$ cat config.mk
export PLATFORM = sky130hd
export DESIGN_NAME = fwd_hazard_ctrl
export DESIGN_NICKNAME = d
export VERILOG_FILES = /design/src/rtl/fwd_hazard_ctrl.sv
export SDC_FILE = /design/constraint.sdc
export NUM_CORES = 1
export LEC_CHECK = 0
export ABC_AREA = 1
export BUFFER_PORTS_ARGS = -buffer_cell sky130_fd_sc_hd__buf_2
export CORE_AREA = 2 2 53 68
export CTS_CLUSTER_SIZE = 16
export DETAILED_ROUTE_END_ITERATION = 16
export DIE_AREA = 0 0 55 70
export GPL_TIMING_DRIVEN = 0
export PLACE_DENSITY = 0.75
export SYNTH_ARGS = -nofsm -noshare
export SYNTH_HDL_FRONTEND = slang
export SYNTH_SLANG_ARGS = --single-unit
$ cat constraint.sdc
create_clock -name clk -period 1.6 [get_ports clk]
set_input_delay 0.48 -clock clk [delete_from_list [all_inputs] [get_ports clk]]
set_output_delay 0.48 -clock clk [all_outputs]
set_load 0.02 [all_outputs]
$ cat src/rtl/fwd_hazard_ctrl.sv
// EX operand forwarding plus load-use bubble / data-memory freeze control for the 5-stage pipe.
// Define PERF_CNT_EN to build the stall-cycle counter; otherwise stall_cycles reads as zero.
//
//  state  | meaning
//  S_RUN  | normal issue; load-use check, first bubble injected here
//  S_LU   | remaining load-use bubbles, r_cnt counts them down
//  S_WAIT | whole pipe frozen on data memory, r_cnt keeps the pending bubbles
module fwd_hazard_ctrl #(
    parameter int REG_AW   = 5,
    parameter int N_SRC    = 2,
    parameter int LOAD_LAT = 1
) (
    input  logic                      clk,
    input  logic                      rst_n,
    input  logic [N_SRC*REG_AW-1:0]   id_src,
    input  logic [N_SRC-1:0]          id_src_used,
    input  logic [N_SRC*REG_AW-1:0]   ex_src,
    input  logic                      ex_memread,
    input  logic [REG_AW-1:0]         ex_wr,
    input  logic                      m_regwrite,
    input  logic [REG_AW-1:0]         m_wr,
    input  logic                      m_memaccess,
    input  logic                      dmem_ready,
    input  logic                      wb_regwrite,
    input  logic [REG_AW-1:0]         wb_wr,
    output logic [2*N_SRC-1:0]        fwd_sel,
    output logic                      pc_write,
    output logic                      ifid_write,
    output logic                      idex_flush,
    output logic                      pipe_freeze,
    output logic [31:0]               stall_cycles
);

    typedef enum logic [1:0] {
        S_RUN  = 2'd0,
        S_LU   = 2'd1,
        S_WAIT = 2'd2
    } state_t;

    localparam logic [2:0] LU_INIT = 3'(LOAD_LAT - 1);

    state_t              r_state;
    state_t              w_state_nxt;
    state_t              w_eff;
    logic [2:0]          r_cnt;
    logic [2:0]          w_cnt_nxt;
    logic [2*N_SRC-1:0]  w_fwd;
    logic                w_hz;
    logic                w_mem_wait;
    logic                w_pc_write;
    logic                w_ifid_write;
    logic                w_idex_flush;
    logic                w_pipe_freeze;

    always_comb begin
        w_fwd = '0;
        for (int i = 0; i < N_SRC; i++) begin
            if (ex_src[i*REG_AW +: REG_AW] != '0) begin
                if (m_regwrite && (m_wr == ex_src[i*REG_AW +: REG_AW]))
                    w_fwd[2*i +: 2] = 2'b10;
                else if (wb_regwrite && (wb_wr == ex_src[i*REG_AW +: REG_AW]))
                    w_fwd[2*i +: 2] = 2'b01;
            end
        end
    end

    assign fwd_sel = w_fwd;

    always_comb begin
        w_hz = 1'b0;
        for (int i = 0; i < N_SRC; i++) begin
            if (id_src_used[i] && (id_src[i*REG_AW +: REG_AW] == ex_wr))
                w_hz = 1'b1;
        end
        w_hz = w_hz & ex_memread & (ex_wr != '0);
    end

    assign w_mem_wait = m_memaccess & ~dmem_ready;

    // The release cycle of WAIT already behaves as the state being resumed, so
    // pending bubbles are neither lost nor doubled and the hazard is re-checked at once.
    always_comb begin
        w_state_nxt   = r_state;
        w_cnt_nxt     = r_cnt;
        w_pc_write    = 1'b1;
        w_ifid_write  = 1'b1;
        w_idex_flush  = 1'b0;
        w_pipe_freeze = 1'b0;
        w_eff         = r_state;
        if ((r_state == S_WAIT) && dmem_ready)
            w_eff = (r_cnt != '0) ? S_LU : S_RUN;

        if (w_mem_wait) begin
            w_pipe_freeze = 1'b1;
            w_pc_write    = 1'b0;
            w_ifid_write  = 1'b0;
            w_state_nxt   = S_WAIT;
        end else begin
            case (w_eff)
                S_RUN: begin
                    w_state_nxt = S_RUN;
                    if (w_hz) begin
                        w_pc_write   = 1'b0;
                        w_ifid_write = 1'b0;
                        w_idex_flush = 1'b1;
                        if (LOAD_LAT > 1) begin
                            w_cnt_nxt   = LU_INIT;
                            w_state_nxt = S_LU;
                        end
                    end
                end
                S_LU: begin
                    w_pc_write   = 1'b0;
                    w_ifid_write = 1'b0;
                    w_idex_flush = 1'b1;
                    if (r_cnt <= 3'd1) begin
                        w_cnt_nxt   = '0;
                        w_state_nxt = S_RUN;
                    end else begin
                        w_cnt_nxt   = r_cnt - 3'd1;
                        w_state_nxt = S_LU;
                    end
                end
                default: begin
                    w_pipe_freeze = 1'b1;
                    w_pc_write    = 1'b0;
                    w_ifid_write  = 1'b0;
                end
            endcase
        end

        if (!rst_n) begin
            w_pc_write    = 1'b0;
            w_ifid_write  = 1'b0;
            w_idex_flush  = 1'b1;
            w_pipe_freeze = 1'b0;
        end
    end

    always_ff @(posedge clk or negedge rst_n) begin
        if (!rst_n) begin
            r_state <= S_RUN;
            r_cnt   <= '0;
        end else begin
            r_state <= w_state_nxt;
            r_cnt   <= w_cnt_nxt;
        end
    end

    assign pc_write    = w_pc_write;
    assign ifid_write  = w_ifid_write;
    assign idex_flush  = w_idex_flush;
    assign pipe_freeze = w_pipe_freeze;

`ifdef PERF_CNT_EN
    logic [31:0] r_stall_cnt;

    always_ff @(posedge clk or negedge rst_n) begin
        if (!rst_n)
            r_stall_cnt <= '0;
        else if (!w_pc_write && (r_stall_cnt != 32'hFFFF_FFFF))
            r_stall_cnt <= r_stall_cnt + 32'd1;
    end

    assign stall_cycles = r_stall_cnt;
`else
    assign stall_cycles = 32'h0;
`endif

endmodule

==> impl_metrics.py <==
metrics = {
    "status": {
        "status": "finished with violations",
        "violations": "negative setup slack",
    },
    "cts": {
        "clock_latency_ns": 0.22,
        "root_buffer": "clkbuf_8",
        "cts_tree": "done",
        "path_clk_slew_ns": 0.04,
        "cts_buffers": 3,
        "hold_buffers": 0,
        "cts_sinks": 5,
        "htree_levels": 1,
        "cts_buffer_depth": 2,
    },
    "layout": {
        "final_nets": 340,
        "diodes": 0,
        "final_area_um2": 2140,
        "drive_gt1_share_pct": 51.7,
        "nFillCells": 283,
        "area_delta_synth_final_pct": 85.9,
    },
    "logic_synthesis": {
        "yosys_warnings": 0,
        "avgSynthCellArea_um2": 5.95,
        "synth-edff-count": 0,
        "synth_ff_type": "dfrtp_1",
        "synthesis.area_um2": 1150,
        "yosys.area.top_type_share_pct": 21.6,
        "async_reset_ff_share_pct": 100,
        "ys_types": 29,
        "ys_seq_area_share_pct": 10.9,
        "yosys.cell_count.top_type": "nand2_1",
        "yosys_register_bits": 5,
        "synth_area_leader_cell": "buf_4",
        "syn_inst": 193,
        "synth_commonest_cells": "nand2_1 (44), buf_4 (33), inv_1 (26), nor2_1 (21)",
        "synth_top_cells_by_area": "buf_4 (22%), nand2_1 (14%), dfrtp_1 (11%)",
    },
    "global_routing": {
        "grt_overflow_total": 0,
        "antenna_found_initial": 0,
        "grt_first_pass_wirelength_um": 4800,
        "grt_start_max_net_pins": 8,
        "grt_pass1_vias": 1244,
        "grt_usage_pct": 16.8,
    },
    "timing": {
        "rsz0062_at_grt": "true",
        "max_freq_mhz": 516,
        "setup_slack_ns": -0.338,
        "fin_crit_ns": 1.94,
        "finalHoldViolCount": 0,
        "drv_slew": 0,
        "fin_worst_skew_ns": 0.000718,
        "fin_crit_sh_pct": 121,
        "setup_viol": 8,
    },
    "critical_path": {
        "critical_path_class": "flop to output port",
        "crit_path_max_incr_delay_ns": 0.38,
        "start_kind": "flop",
        "cp_data_arrival_time_ns": 1.46,
        "crit_path_frequent_cell": "buf_6",
        "worst-path-buf-inv": 3,
        "endpoint_kind": "output port",
        "cp_max_fo": 2,
        "cp_slowest_cell": "dfrtp_1",
        "crit_family": "simple AND/OR/NAND/NOR gates",
        "cp.required_ns": 1.12,
        "path_cells": "inv_2 > ha_4 > nand2_2 > nand3_2 > and3_4 > nand2_4 > nor2_4 > buf_6 > buf_6",
    },
    "floorplanning": {
        "die_x_um": 55,
        "die_h_um": 70,
        "core_area_um2": 3300,
        "num_rows": 24,
        "die_area_um2": 3850,
        "initial_utilization_pct": 34.8,
        "pin_count": 84,
    },
    "detailed_routing": {
        "routed_via_density": 4.39,
        "ant_nets": 0,
        "first_pass_iters": 4,
        "drt_wl_total_um": 3440,
        "via_count": 1454,
        "remaining_drc_errors": 0,
        "wire_per_inst_um": 10.4,
        "drtIter0Drc": 26,
    },
    "pwr": {
        "p_leak_nw": 1.19,
        "p_total_mw": 1.47,
        "powerDensity_nw_per_um2": 689,
        "ir_drop_v": 0.000579,
    },
    "place": {
        "dpl_cell_area_um2": 1620,
        "dpl.hpwl_um": 2330,
        "portBuffers": 51,
        "place.gp.congestion": 0.768,
    },
    "min_path": {
        "hp-class": "input port to asynchronous set/reset pin",
    },
    "run": {
        "max_cap_violations": 0,
    },
}
-- worst register-to-register path, delay by kind of cell, from the launching register on --
family / cells / cell delay (ns)
flops: 1 / 0.36
buf+inv: 3 / 0.33
simple gates: 4 / 0.29
compound gates: 2 / 0.21
fa+ha+maj: 1 / 0.15
-- path summary, 6_finish.rpt --
check                                startpoint                      to  slack, ns  depth (start not counted)
setup / recovery           r_cnt[0]$_DFFE_PN0P_                pc_write      -0.34                          9
hold / removal                            rst_n    r_cnt[1]$_DFFE_PN0P_       0.09                          1
setup reg to reg           r_cnt[0]$_DFFE_PN0P_    r_cnt[1]$_DFFE_PN0P_       0.15                         10
hold reg to reg            r_cnt[2]$_DFFE_PN0P_    r_cnt[2]$_DFFE_PN0P_       0.52                          2
max in group asynchronous                 rst_n  r_state[0]$_DFFE_PN0P_       1.36                          1
min in group clk           r_cnt[2]$_DFFE_PN0P_    r_cnt[2]$_DFFE_PN0P_       0.52                          2
-- cell type report --
type | instances | area, µm² | share of cell area (%)
buffer | 33 | 251 | 11.8
clock buffer | 4 | 45.0 | 2.11
inverter | 34 | 145 | 6.80
multi-input combinational | 152 | 990 | 46.3
sequential | 5 | 125 | 5.86
tap | 39 | 48.8 | 2.28
timing repair buffer | 64 | 531 | 24.8
-- stage by stage --
step / hold WS, ns / worst slack, ns / instances / setup TNS, ns / util [%]
2_1_floorplan: 0.184 / -0.165 / 224 / -0.353 / -
3_3_place_gp: 0.312 / -0.353 / 314 / -1.96 / 49.1
3_5_place_dp: 0.316 / -0.396 / 314 / -2.12 / 49.1
4_1_cts: 0.0843 / -0.325 / 326 / -1.49 / 59.5
5_1_grt: 0.0963 / -0.420 / 331 / -2.19 / 64.7
6_report: 0.0871 / -0.338 / 331 / -1.73 / 64.7
-- sequential cells by signal (all words and copies together), names as in the netlist --
signal   count
r_cnt        3
r_state      2
-- per-layer routing --
| layer | track usage (%) | vias up | wire length, µm |
|---|---|---|---|
| li1 | - | 736 | - |
| met1 | 14.2 | 617 | 1110 |
| met2 | 33.1 | 87 | 1850 |
| met3 | 3.85 | 14 | 324 |
| met4 | 8.13 | 0 | 150 |
| met5 | 0 | - | 0 |
-- where the power goes --
group	internal, mW	switching, mW
combinational	0.509	0.523
clock	0.171	0.0618
sequential	0.171	0.0342
total	0.852	0.619
-- layout by cell type, fill, tap and decap left out, types with 2 or more instances in the layout --
cell	instances
clkbuf_8	3
nand2_2	7
nor3_4	2
xnor2_4	4
inv_1	15
nand2_4	2
nand3_2	4
nand2_1	41
inv_2	15
nand3_1	5
o2111ai_4	2
inv_6	2
buf_4	51
dfrtp_1	5
o22ai_1	2
o21ai_1	4
xor2_1	3
o21ai_0	3
buf_6	15
buf_2	24
ha_1	2
nand4_1	3
nor2_1	19
buf_8	6
conb_1	32
-- kinds of logic after synthesis --
family                     Yosys count  synth area share (%)
other                                1                 0.326
DFF                                  5                  10.9
adders and majority gates            3                  3.27
and+or+nand+nor                     89                  34.0
AOI/OAI and AO/OA                   19                  12.0
buffers and inverters               67                  32.7
xor gates and xnor gates             9                  6.86
-- what timing repair did --
action | in CTS | in global routing
resized for setup | 63 | 30
hold endpoints to repair | 0 | 0
setup endpoints to repair | 8 | 8
pin swaps | 27 | 19
setup buffers | 8 | 5
gates cloned | 0 | 0
Power figures use the tool's default switching activity.
